File: config.mk
export PLATFORM = sky130hd
export DESIGN_NAME = l2_write_buffer
export DESIGN_NICKNAME = d
export VERILOG_FILES = /design/src/rtl/l2_write_buffer.sv
export SDC_FILE = /design/constraint.sdc
export NUM_CORES = 1
export LEC_CHECK = 0
export CORE_AREA = 2 2 217 219
export CTS_BUF_LIST = sky130_fd_sc_hd__clkbuf_8
export CTS_CLUSTER_DIAMETER = 200
export DETAILED_ROUTE_END_ITERATION = 10
export DIE_AREA = 0 0 219 221
export PLACE_DENSITY = 0.67
export SLEW_MARGIN = 20
export SYNTH_ARGS = -nofsm -noshare
export SYNTH_HDL_FRONTEND = slang
export SYNTH_SLANG_ARGS = --single-unit
File: constraint.sdc
create_clock -name clk -period 2.8 [get_ports clk]
set_input_delay 0.84 -clock clk [delete_from_list [all_inputs] [get_ports clk]]
set_output_delay 0.84 -clock clk [all_outputs]
set_load 0.01 [all_outputs]
File: src/rtl/l2_write_buffer.sv
// l2_write_buffer
//   Single-line write buffer between the L1 downstream line port and physical
//   memory. An evicted line is absorbed in one cycle and drained to memory in
//   the background. Reads hit the buffered line first; otherwise they fetch
//   from physical memory.
//
// Ports
//   clk, reset_n                 clock, synchronous active-low reset
//   mem_read/mem_write           L1 requests, held until mem_resp
//   mem_address, mem_wdata       L1 request address (offset ignored) and line
//   mem_resp, mem_rdata          one-cycle completion pulse and read line
//   pmem_read/pmem_write         physical memory strobes, held until pmem_resp
//   pmem_address, pmem_wdata     line-aligned address and line being drained
//   pmem_resp, pmem_rdata        physical memory completion and read line
//
// state | meaning
// ------+----------------------------------------------------------
// IDLE  | sample L1 requests; start a background drain when quiet
// RESP  | mem_resp high for one cycle, requests not sampled
// FETCH | pmem_read outstanding for a buffer miss
// DRAIN | pmem_write of the buffered line outstanding, never aborted

module l2_write_buffer #(
   parameter int ADDR_WIDTH  = 16,
   parameter int LINE_WIDTH  = 128,
   parameter int OFFSET_BITS = 4
) (
   input  logic                  clk,
   input  logic                  reset_n,
   input  logic                  mem_read,
   input  logic                  mem_write,
   input  logic [ADDR_WIDTH-1:0] mem_address,
   input  logic [LINE_WIDTH-1:0] mem_wdata,
   output logic                  mem_resp,
   output logic [LINE_WIDTH-1:0] mem_rdata,
   output logic                  pmem_read,
   output logic                  pmem_write,
   output logic [ADDR_WIDTH-1:0] pmem_address,
   output logic [LINE_WIDTH-1:0] pmem_wdata,
   input  logic                  pmem_resp,
   input  logic [LINE_WIDTH-1:0] pmem_rdata
);

   localparam int TAG_WIDTH = ADDR_WIDTH - OFFSET_BITS;

   typedef enum logic [1:0] {IDLE, RESP, FETCH, DRAIN} state_t;

   state_t                 state;
   logic                   buf_valid;
   logic [TAG_WIDTH-1:0]   buf_tag;
   logic [LINE_WIDTH-1:0]  buf_data;

   logic [TAG_WIDTH-1:0]   req_tag;
   logic                   buf_hit;
   logic                   unused_offset;

   assign req_tag       = mem_address[ADDR_WIDTH-1:OFFSET_BITS];
   assign buf_hit       = buf_valid && (buf_tag == req_tag);
   assign unused_offset = ^mem_address[OFFSET_BITS-1:0];

   always_ff @(posedge clk) begin
      if (!reset_n) begin
         state        <= IDLE;
         buf_valid    <= 1'b0;
         buf_tag      <= '0;
         buf_data     <= '0;
         mem_resp     <= 1'b0;
         mem_rdata    <= '0;
         pmem_read    <= 1'b0;
         pmem_write   <= 1'b0;
         pmem_address <= '0;
         pmem_wdata   <= '0;
      end else begin
         case (state)
            IDLE: begin
               if (mem_read) begin
                  if (buf_hit) begin
                     mem_rdata <= buf_data;
                     mem_resp  <= 1'b1;
                     state     <= RESP;
                  end else begin
                     pmem_read    <= 1'b1;
                     pmem_address <= {req_tag, {OFFSET_BITS{1'b0}}};
                     state        <= FETCH;
                  end
               end else if (mem_write) begin
                  if (!buf_valid || buf_hit) begin
                     buf_tag   <= req_tag;
                     buf_data  <= mem_wdata;
                     buf_valid <= 1'b1;
                     mem_resp  <= 1'b1;
                     state     <= RESP;
                  end else begin
                     // conflicting line: drain it first, the write stays pending
                     pmem_write   <= 1'b1;
                     pmem_address <= {buf_tag, {OFFSET_BITS{1'b0}}};
                     pmem_wdata   <= buf_data;
                     state        <= DRAIN;
                  end
               end else if (buf_valid) begin
                  pmem_write   <= 1'b1;
                  pmem_address <= {buf_tag, {OFFSET_BITS{1'b0}}};
                  pmem_wdata   <= buf_data;
                  state        <= DRAIN;
               end
            end
            RESP: begin
               mem_resp <= 1'b0;
               state    <= IDLE;
            end
            FETCH: begin
               if (pmem_resp) begin
                  pmem_read <= 1'b0;
                  mem_rdata <= pmem_rdata;
                  mem_resp  <= 1'b1;
                  state     <= RESP;
               end
            end
            DRAIN: begin
               if (pmem_resp) begin
                  pmem_write <= 1'b0;
                  buf_valid  <= 1'b0;
                  state      <= IDLE;
               end
            end
            default: state <= IDLE;
         endcase
      end
   end

   a_no_read_and_write: assert property (@(posedge clk) disable iff (!reset_n)
      !(mem_read && mem_write));

   a_one_pmem_strobe: assert property (@(posedge clk) disable iff (!reset_n)
      !(pmem_read && pmem_write));

endmodule

Word-level counts from Yosys, hierarchy flattened
Index checks and enable logic that the tools add are counted.
- register bits after elaboration: 418
- word-level logic and storage cells: 87
- reductions and logical operators: 18
- bitwise operators: 1
- equal/unequal tests: 21
- mux-type cells: 37
- operators with widths (kind ; count):
    128-bit 2-to-1 mux ; 6
    128-bit one-hot mux with 2 select lines ; 1
    16-bit 2-to-1 mux ; 5
    2-bit != test, second input constant ; 10
    4-bit AND reduction ; 5
    3-bit != test, second input constant ; 6
    5-bit AND reduction ; 3
    2-bit 2-to-1 mux ; 7
    1-bit 2-to-1 mux ; 13
    12-bit equality test ; 1
    2-bit one-hot mux with 4 select lines ; 1
    1-bit one-hot mux with 2 select lines ; 3
    2-bit nonzero test ; 3
    3-bit nonzero test ; 2
    2-bit equality test, second input constant ; 2
    4-bit != test, second input constant ; 1
    1-bit one-hot mux with 3 select lines ; 1
    3-bit AND reduction ; 1
    2-bit by 1-bit equality test with 1-bit output, second input constant ; 1
    2-bit zero test ; 1
    1-bit logical AND ; 1
    1-bit zero test ; 1
    1-bit logical OR ; 1
    1-bit inverter ; 1

Depth between registers and ports, before layout
Gate-level depths: netlist (run 1).
- depth after elaboration: 7
- depth in mapped cells: 9
- gate-level depth less buffers: 5

Least setup slack after synthesis (run 1)
No wires, ideal clock.
- path kind: input to register
- start: input port mem_address[15]
- end: register mem_rdata[100]
- stages on the path: 7
- path buffers: 2
- data arrival time: 2113 ps
- data required time: 2684 ps
- library setup time: 116 ps
- setup slack: 571 ps
- path through: xnor2_1 -> and4_1 -> and4b_1 -> or2_1 -> buf_6 -> buf_6 -> o211a_1
- word-level cells in the longest chain between the ends: 4
- RTL lines (item ; line ; RTL):
    from (decl) ; 32 ; input logic [ADDR_WIDTH-1:0] mem_address,
    12-bit equality test ; 58 ; assign buf_hit = buf_valid && (buf_tag == req_tag);
    1-bit logical AND ; 58 ;
    2-bit != test (no line) ; n/a ;
    4-bit AND reduction (no line) ; n/a ;
    to (signal assigned) ; 78 ; mem_rdata <= buf_data;
    to (signal assigned) ; 114 ; mem_rdata <= pmem_rdata;
    to (decl) ; 35 ; output logic [LINE_WIDTH-1:0] mem_rdata,
No other way between the ends.
A chain may end at the register's enable or synchronous reset.

Worst setup path in the final report (run 1)
- start: register mem_resp
- end: output port mem_resp
- RTL lines (item ; line ; RTL):
    from (decl) ; 34 ; output logic mem_resp,
    from (signal assigned) ; 67 ; mem_resp <= 1'b0;
    from (signal assigned) ; 79 ; mem_resp <= 1'b1;
    from (signal assigned) ; 91 ; mem_resp <= 1'b1;
No word-level cell between the ends.

==> metrics.md, run 1 <==
| Metric | Value |
|---|---|
| First-pass DRT Iterations | 6 |
| Starting DRT DRC Count | 777 |
| Routed wl met3 | 3950 um |
| Pint | 11.0 mW |
| Die area | 48400 sq um |
| Area delta synth->final | 45.1% |
| Worst setup SP type | flip-flop |
| Worst R2R Path Depth | 5 |
| Seq pwr share | 0.432 |
| Skew-Pair Late Insertion Delay | 640 ps |
| Clk slew on worst S/H paths | 60 ps |
| Pwr Total | 15.1 mW |
| Slowest CP cell | clkdlybuf4s50_1 |
| Io pins | 552 |
| Post-CTS Setup Inserts | 0 |
| Fin crit share | 0.888 |
| CTS tree | done |
| Post-synthesis sequential area ratio | 0.478 |
| Top Family by Delay on Critical Path | buffers and inverters |
| RSZ-0062 raised after global routing | no |
| H-tree levels | 3 |
| Crit path DAT | 1650 ps |
| Die height | 221 um |
| Clk sink count | 414 |
| Adder-Cell Fraction of Synth Area | 0 |
| Vias in the first global route | 15091 |
| RR Endpoint | mem_rdata[40] |
| Final setup vio count | 0 |
| Nets | 2559 |
| WHS Path Cells | 2 |
| Ys Warns | 0 |
| Largest net degree at the start of global routing | 92 |
| Maximum VDD drop | 0.560 mV |
| Hold Startpoint | pmem_address[4] |
| Hold-fix buffers at CTS | 0 |
| Critical path peak fanout | 3 |
| DP HPWL | 38900 um |
| P_sw | 4.09 mW |
| Final Hold Fails | 0 |
| Utilization after layout | 0.546 |
| Layout cells sized above 1 | 0.0810 |
| Remaining DRCs | 0 |
| Power Dens Cells | 600 nW/um^2 |
| Critical path class | reg -> out |
| Chip Width | 219 um |
| WL met2 | 27200 um |
| Slew Viols, Final | 0 |
| Setup TNS | 0 ps |
| Post-Route WL | 55800 um |
| Root Buffer | clkbuf_8 |
| Clock power frac | 0.371 |
| Syn Area/Cell | 9.93 sq um |
| Max Buffers Root-to-Sink | 3 |
| Top sig layer | met5 |
| Fraction of synthesized cell area in xor and xnor cells | 0.00656 |
| Worst hold path type | reg -> reg |
| Pre-CTS setup slack | -271 ps |
| Post-Route Skew | 28.6 ps |
| Slew Limit Headroom | 0.583 |
| Core Area | 46100 sq um |
| Final Critical Period | 2490 ps |
| Initial core utilization | 0.377 |
| Yosys cell types | 41 |
| Seq cells post-synth | 414 |
| Status | completed |
| Overall Global Routing Usage | 0.225 |
| DR WL/cell | 18.9 um |
| Global route overflow | 0 |
| Initial antenna violation count | 9 |
| Setup crit end kind | output port |
| Multiplexer area fraction after synthesis | 0.228 |
| Fraction of the mapped netlist area in simple logic gates | 0.103 |
| Synth Instances | 1748 |
| Worst Slack Setup Final | 313 ps |
| Comb pwr share | 0.197 |
| Reg2reg setup slack | 670 ps |
| Compound-Gate Fraction of Synth Area | 0.129 |
| Rows | 79 |
| ANT nets after route | 0 |
| Synth Cell Area | 17300 sq um |
| Slew @ Worst Pin | 626 ps |
| CTS buffer count | 73 |
| FMAX | 0.402 GHz |
| Buf/Inv on CP | 1 |
| Met1 wire length | 22600 um |
| GPL Wtd Cong | 0.826 |
| DR vias/cell | 5.06 |
| Worst reg2reg startpoint | state[1] |
| Via count | 14918 |
| Final hold slack | 444 ps |
| CP max stage delay | 630 ps |
| Sw frac | 0.271 |
| Number of max-cap violations | 0 |
| Hold Path End | pmem_address[4] |
| Port bufs | 543 |
| Cells along the critical path | clkdlybuf4s50_1 |
| Required @ worst endpoint | 1960 ps |
| First-pass GRT wire length | 85700 um |
| Post-cts gate resize count | 0 |
| Main combinational cell family by area after synthesis | multiplexers |
| Leak | 12.1 nW |
[metrics by stage]
stage                     std cells  instance area [sq um]
after floorplan                1751                  17400
after global placement         2814                  23700
after detailed placement       2814                  23700
after CTS                      2941                  25100
after global routing           2949                  25200
final                          2949                  25200
[how the worst max path moves through the flow]
stage                     slack [ps]  cells past startpoint              end             from
after floorplan                  570                      7   mem_rdata[100]  mem_address[15]
after global placement          -180                      8  pmem_wdata[102]  mem_address[15]
after detailed placement        -270                      8   pmem_wdata[98]   mem_address[7]
after CTS                        240                      1         mem_resp         mem_resp
after global routing             230                      1         mem_resp         mem_resp
final                            310                      1         mem_resp         mem_resp
[final cells by class]
| class | instances | area, sq um |
|---|---|---|
| clock inverter | 32 | 164 |
| multi-input combinational | 1158 | 8150 |
| clock buffer | 95 | 1310 |
| inverter | 17 | 63.8 |
| timing repair buffer | 618 | 6420 |
| antenna | 8 | 20.0 |
| sequential | 414 | 8290 |
| fill | 4183 | 20900 |
| tap | 607 | 759 |
[power groups by stage]
stage / clock (mW) / combinational (mW) / sequential, mW
final: 5.60 / 2.98 / 6.53
after global routing: 6.06 / 3.18 / 6.57
after CTS: 5.77 / 3.01 / 6.53
after detailed placement: 0 / 2.99 / 6.65
after global placement: 0 / 2.96 / 6.64
after floorplan: 0 / 1.47 / 6.71
[metal layers]
layer,GRT usage,up-vias
met1,0.268,7145
met2,0.374,476
li1,-,7180
met5,0,-
met3,0.0668,115
met4,0.0961,2
[cells by family after synthesis]
logic type                after synthesis
and+or+nand+nor                       450
DFF                                   414
muxes                                 396
AOI/OAI and AO/OA                     295
buffers and inverters                 179
xor gates and xnor gates               13
other                                   1
[cell usage after synthesis (all sizes together)]
cell type  instances  share of area
nand2b            12         0.0043
dfxtp            414           0.48
a211oi             1        0.00043
nor2               3        0.00065
a41oi              1        0.00050
nand2            412          0.089
conb               1        0.00022
and3               1        0.00036
and4b              1        0.00058
a32oi             12         0.0061
buf               65          0.030
clkbuf            97          0.021
and2               1        0.00050
nor3b              1        0.00043
nor4               1        0.00036
a31oi              2        0.00072
xnor2             12         0.0061
o211ai             1        0.00072
nand4              4         0.0014
o31a               1        0.00050
or2                2        0.00072
nor3               1        0.00029
nand3b             1        0.00043
a31o               1        0.00050
o21ai            133          0.038
a21oi              2        0.00058
xor2               1        0.00050
inv               17         0.0037
o311ai            12         0.0061
o211a            128          0.074
mux2i            396           0.23
nor2b              2        0.00072
and4               3         0.0015
a21o               1        0.00043
nand3              5         0.0017
[cell usage in the layout (no fill, tap or decap), drive strengths merged, types with 2 or more instances in the layout]
master         count
clkdlybuf4s50    542
dfxtp            414
nand2            412
mux2i            396
o21ai            133
o211a            128
clkbuf            95
buf               76
inv               40
nand2b            12
o311ai            12
a32oi             12
xnor2             12
diode              8
clkinv             5
nand3              5
nand4              4
conb               4
nor2               3
and4               3
clkinvlp           3
a31oi              2
a21oi              2
or2                2
nor2b              2
[flip-flops by register name, summed over array words and instances, names as in the netlist]
| register | flops |
|---|---|
| buf_data | 128 |
| buf_tag | 12 |
| buf_valid | 1 |
| mem_rdata | 128 |
| mem_resp | 1 |
| pmem_address | 12 |
| pmem_read | 1 |
| pmem_wdata | 128 |
| pmem_write | 1 |
| state | 2 |
Note: power is estimated with default switching activity, not from simulation.
==> inputs of run 2 (changes only) <==
Settings changed: GPL_TIMING_DRIVEN from default to 0.
==> run 2 against run 1 <==
  * Die area is the same
  * Clock skew increased by 0.51 ps
  * Critical path type is now in -> reg
  * Combinational power hardly changed
  * Sequential power hardly changed
  * Register-to-register slack worse by 210 ps
  * Sequential share of layout area up 0.056 points
  * Design area decreased by 0.17%
  * Worst setup slack worse by 210 ps
  * Sequential cell count is the same
  * Worst hold slack improved by 2.0 ps
  * Core utilization shrank 0.092 points
==> metrics.md, run 2 (synthesis gave the netlist of run 1 again) <==
| Metric | Value |
|---|---|
| Power Dens Cells | 610 nW/um^2 (+1.6%) |
| Number of max-cap violations | 0 (unchanged) |
| ANT nets after route | 0 (unchanged) |
| Max Buffers Root-to-Sink | 3 (unchanged) |
| Setup crit end kind | flip-flop |
| Initial core utilization | 0.377 (unchanged) |
| Remaining DRCs | 0 (unchanged) |
| CTS tree | done |
| Worst R2R Path Depth | 7 (+2) |
| CTS buffer count | 73 (unchanged) |
| Status | completed |
| Critical path peak fanout | 10 (+7) |
| Worst setup SP type | input pin |
| Chip Width | 219 um (unchanged) |
| Maximum VDD drop | 0.359 mV (-36%) |
| Clk slew on worst S/H paths | 60 ps (about the same) |
| Crit path DAT | 3230 ps (+1580 ps) |
| Initial antenna violation count | 14 (+5) |
| Required @ worst endpoint | 3330 ps (+1370 ps) |
| Commonest non-fill, non-tap cell in the layout | clkdlybuf4s50_1 |
| Final hold slack | 446 ps (+2.02 ps) |
| Rows | 79 (unchanged) |
| Final Hold Fails | 0 (unchanged) |
| Clk sink count | 414 (unchanged) |
| DR vias/cell | 5.07 (+0.15%) |
| Setup TNS | 0 ps (unchanged) |
| Skew-Pair Late Insertion Delay | 630 ps (about the same) |
| Nets | 2645 (+3.4%) |
| Port bufs | 542 (-0.18%) |
| Slew Limit Headroom | 0.342 (-0.241) |
| RSZ-0062 raised after global routing | yes |
| Fin crit share | 0.964 (+0.0755) |
| First-pass GRT wire length | 92200 um (+7.5%) |
| Slew @ Worst Pin | 986 ps (+361 ps) |
| Root Buffer | clkbuf_8 |
| Worst Slack Setup Final | 102 ps (-212 ps) |
| Final Critical Period | 2700 ps (+212 ps) |
| Area delta synth->final | 44.8% |
| Post-Route Skew | 29.1 ps (+0.507 ps) |
| Post-CTS Setup Inserts | 0 (unchanged) |
| Global route overflow | 0 (unchanged) |
| Die height | 221 um (unchanged) |
| Final setup vio count | 0 (unchanged) |
| Worst hold path type | reg -> reg |
| H-tree levels | 3 (unchanged) |
| Starting DRT DRC Count | 809 (+4.1%) |
| GPL Wtd Cong | 0.861 (+4.2%) |
| Via count | 15412 (+3.3%) |
| Slew Viols, Final | 0 (unchanged) |
| WHS Path Cells | 2 (unchanged) |
| Post-Route WL | 61600 um (+10%) |
| Core Area | 46100 sq um (unchanged) |
| Leak | 12.1 nW (-0.33%) |
| Critical path class | in -> reg |
| Most frequent cells in the layout | clkdlybuf4s50_1, dfxtp_1, nand2_1, mux2i_1, o21ai_0 |
| Overall Global Routing Usage | 0.247 (+0.0218) |
| DR WL/cell | 20.2 um (+7.1%) |
| Vias in the first global route | 15725 (+4.2%) |
| Top flop regs | buf_data (128), mem_rdata (128), pmem_wdata (128) |
| First-pass DRT Iterations | 5 (-1) |
| Layout cells sized above 1 | 0.0768 (-0.00415) |
| FMAX | 0.371 GHz (-7.8%) |
| Io pins | 552 (unchanged) |
| Die area | 48400 sq um (unchanged) |
| Pre-CTS setup slack | -793 ps (-522 ps) |
| Largest net degree at the start of global routing | 11 (-88%) |
| DP HPWL | 45500 um (+17%) |
| Pwr Total | 15.3 mW (+1.4%) |
==> run 2: cell count changes in the layout (fill, tap and decap cells not counted), sizes merged, moves of 2 or more <==
cell    change
inv         -5
buf        -10
diode       +6
clkbuf     +98
clkinv      +2
==> run 2: worst paths after layout <==
kind                        start              end  slack [ps]
setup / recovery  mem_address[11]   pmem_wdata[45]         100
hold / removal    pmem_address[5]  pmem_address[5]         450
setup reg to reg       buf_tag[7]   pmem_wdata[45]         460
hold reg to reg   pmem_address[5]  pmem_address[5]         450
==> run 2: timing repair <==
item                       CTS  global route
setup endpoints to repair   24           138
resized for setup            1            10
hold buffers                 0             0
==> run 2: worst max-delay path, cell delays in order <==
cell and delay (ps):
clkdlybuf4s50_1 470, xnor2_1 270, and4_1 350, nand3_2 130
o211ai_2 270, buf_4 360, buf_4 310, mux2i_1 210
==> run 2: through the flow <==
step,util,instance area [sq um],std cells
after floorplan,-,17400,1751
after global placement,0.511,23500,2900
after detailed placement,0.511,23500,2900
after CTS,0.544,25100,3028
after global routing,0.545,25100,3040
final,0.545,25100,3042
==> run 2: area by class of cell <==
type / count / area (sq um)
antenna: 14 / 35.0
buffer: 162 / 907
clock buffer: 97 / 1340
clock inverter: 31 / 193
fill: 4122 / 20900
inverter: 17 / 63.8
multi-input combinational: 1158 / 8120
sequential: 414 / 8290
tap: 607 / 759
timing repair buffer: 542 / 5430
==> run 2: layer usage <==
layer,up-vias,GRT usage,wire length (um)
met5,-,0,13
met4,2,0.118,2210
met3,117,0.0652,4750
met2,528,0.409,29600
met1,7402,0.296,25000
li1,7363,-,-
==> run 2: where the power goes <==
group | total (mW) | internal [mW] | leakage [nW] | switching, mW
clock | 5.80 | 3.27 | 0.850 | 2.53
sequential | 6.52 | 6.29 | 3.36 | 0.228
combinational | 3.00 | 1.55 | 7.88 | 1.45
total | 15.3 | 11.1 | 12.1 | 4.21
==> inputs of run 3 (changes only) <==
Settings changed: PLACE_DENSITY 0.67 to 0.7.
==> run 3 against run 2 <==
  * Non-clock buffer count unchanged
  * Fmax is 1.4% higher
  * Sequential share of layout area up 0.21 points
  * Clock skew rose by 1.6 ps
  * Die area unchanged
  * Global-route usage barely moved
  * Critical path depth is the same
  * Critical endpoint is now pmem_wdata[77]
  * Highest routed layer unchanged
==> metrics.md, run 3 (synthesis gave the netlist of run 1 again) <==
| Metric | Value |
|---|---|
| Status | completed |
| Hold-fix buffers at CTS | 0 (unchanged) |
| Top flop regs | buf_data (128), mem_rdata (128), pmem_wdata (128) |
| Commonest non-fill, non-tap cell in the layout | clkdlybuf4s50_1 |
| Global route overflow | 0 (unchanged) |
| Maximum VDD drop | 0.387 mV (+8.0%) |
| Slew @ Worst Pin | 1030 ps (+43.7 ps) |
| Max Buffers Root-to-Sink | 3 (unchanged) |
| Worst setup SP type | input pin |
| Nets | 2644 (-0.038%) |
| Power Dens Cells | 599 nW/um^2 (-1.8%) |
| Io pins | 552 (unchanged) |
| Dpl cells | 2900 (unchanged) |
| GPL Wtd Cong | 0.871 (+1.2%) |
| Post-CTS Setup Inserts | 0 (unchanged) |
| FMAX | 0.376 GHz (+1.4%) |
| DR vias/cell | 5.11 (+0.82%) |
| First-pass GRT wire length | 92200 um (about the same) |
| Overall Global Routing Usage | 0.247 (+0.000291) |
| Setup crit end kind | flip-flop |
| Clk sink count | 414 (unchanged) |
| CTS buffer count | 72 (-1.4%) |
| Area delta synth->final | 43.9% |
| Largest net degree at the start of global routing | 11 (unchanged) |
| Clk slew on worst S/H paths | 60 ps (about the same) |
| ANT nets after route | 0 (unchanged) |
| Post-Route Skew | 30.7 ps (+1.60 ps) |
| Post-cts gate resize count | 2 (+1) |
| Die area | 48400 sq um (unchanged) |
| DP HPWL | 45600 um (about the same) |
| Required @ worst endpoint | 3340 ps (about the same) |
| Slew Viols, Final | 0 (unchanged) |
| Core Area | 46100 sq um (unchanged) |
| Post-Route WL | 61700 um (+0.24%) |
| DR WL/cell | 20.4 um (+0.87%) |
| Remaining DRCs | 0 (unchanged) |
| Initial antenna violation count | 7 (-7) |
| CTS tree | done |
| Pwr Total | 14.9 mW (-2.5%) |
| Critical path class | in -> reg |
| Chip Width | 219 um (unchanged) |
| Rows | 79 (unchanged) |
| Critical path peak fanout | 10 (unchanged) |
| Via count | 15441 (+0.19%) |
| Skew-Pair Late Insertion Delay | 640 ps (about the same) |
| Crit path DAT | 3200 ps (-30 ps) |
| Fin crit share | 0.950 (-0.0133) |
| Non-Filler Instances | 3023 (-0.62%) |
| Final setup vio count | 0 (unchanged) |
| First-pass DRT Iterations | 5 (unchanged) |
| Layout cells sized above 1 | 0.0772 (+0.000351) |
| Final Critical Period | 2660 ps (-37.3 ps) |
| Worst hold path type | reg -> reg |
| Root Buffer | clkbuf_8 |
| Vias in the first global route | 15768 (+0.27%) |
| Starting DRT DRC Count | 779 (-3.7%) |
| Final Hold Fails | 0 (unchanged) |
| Final hold slack | 449 ps (+2.81 ps) |
| H-tree levels | 3 (unchanged) |
| Leak | 12.0 nW (-0.51%) |
| Die height | 221 um (unchanged) |
| RSZ-0062 raised after global routing | no |
| Slew Limit Headroom | 0.313 (-0.0291) |
| Number of max-cap violations | 0 (unchanged) |
| Port bufs | 542 (unchanged) |
| Initial core utilization | 0.377 (unchanged) |
| Most frequent cells in the layout | clkdlybuf4s50_1, dfxtp_1, nand2_1, mux2i_1, o21ai_0 |
## run 3: cell count changes in the layout (fill, tap and decap cells not counted), moves of 2 or more
cell / before / now
bufinv_16: 2 / 0
clkbuf_2: 6 / 13
clkbuf_1: 90 / 84
inv_1: 35 / 31
clkbuf_8: 97 / 90
inv_6: 0 / 2
diode_2: 14 / 6
## run 3: through the flow
| step | TNS, ps | area [sq um] | utilization | setup slack, ps |
|---|---|---|---|---|
| 3_3_place_gp | -171150 | 23500 | 0.511 | -667 |
| 5_1_grt | 0 | 25000 | 0.542 | 22.1 |
| 2_1_floorplan | 0 | 17400 | - | 571 |
| 4_1_cts | 0 | 24900 | 0.541 | 72.7 |
| 6_report | 0 | 25000 | 0.542 | 139 |
| 3_5_place_dp | -187200 | 23500 | 0.511 | -756 |
## run 3: per-layer routing
layer	wire length (um)	GRT usage	up-vias	share of wire
li1	-	-	7340	-
met1	25700	0.304	7425	0.42
met2	29600	0.410	543	0.48
met3	3900	0.0504	131	0.063
met4	2480	0.120	2	0.040
met5	13	0	-	0.00021
## run 3: worst paths after layout
kind | startpoint | end | slack (ps) | cells after the start
worst min-delay path | pmem_write | pmem_write | 450 | 2
worst max register to register | state[1] | mem_rdata[17] | 460 | 9
worst min register to register | pmem_write | pmem_write | 450 | 2
worst max-delay path | mem_address[12] | pmem_wdata[77] | 140 | 8
## run 3: area by class of cell
class	instances	area, sq um
antenna	6	15.0
clock buffer	90	1240
multi-input combinational	1158	8120
timing repair buffer	542	5430
buffer	162	912
clock inverter	27	143
fill	4161	21100
inverter	17	63.8
sequential	414	8290
tap	607	759
## run 3: critical path, stage by stage
cell,delay [ps]
clkdlybuf4s50_1,460
xnor2_1,280
and4_1,330
nand3_2,130
o211ai_2,280
buf_4,360
buf_4,290
mux2i_1,220
## run 3: power breakdown
part | switching [mW] | internal [mW]
logic | 1.46 | 1.55
registers | 0.237 | 6.29
clock network | 2.51 | 2.89
total | 4.21 | 10.7
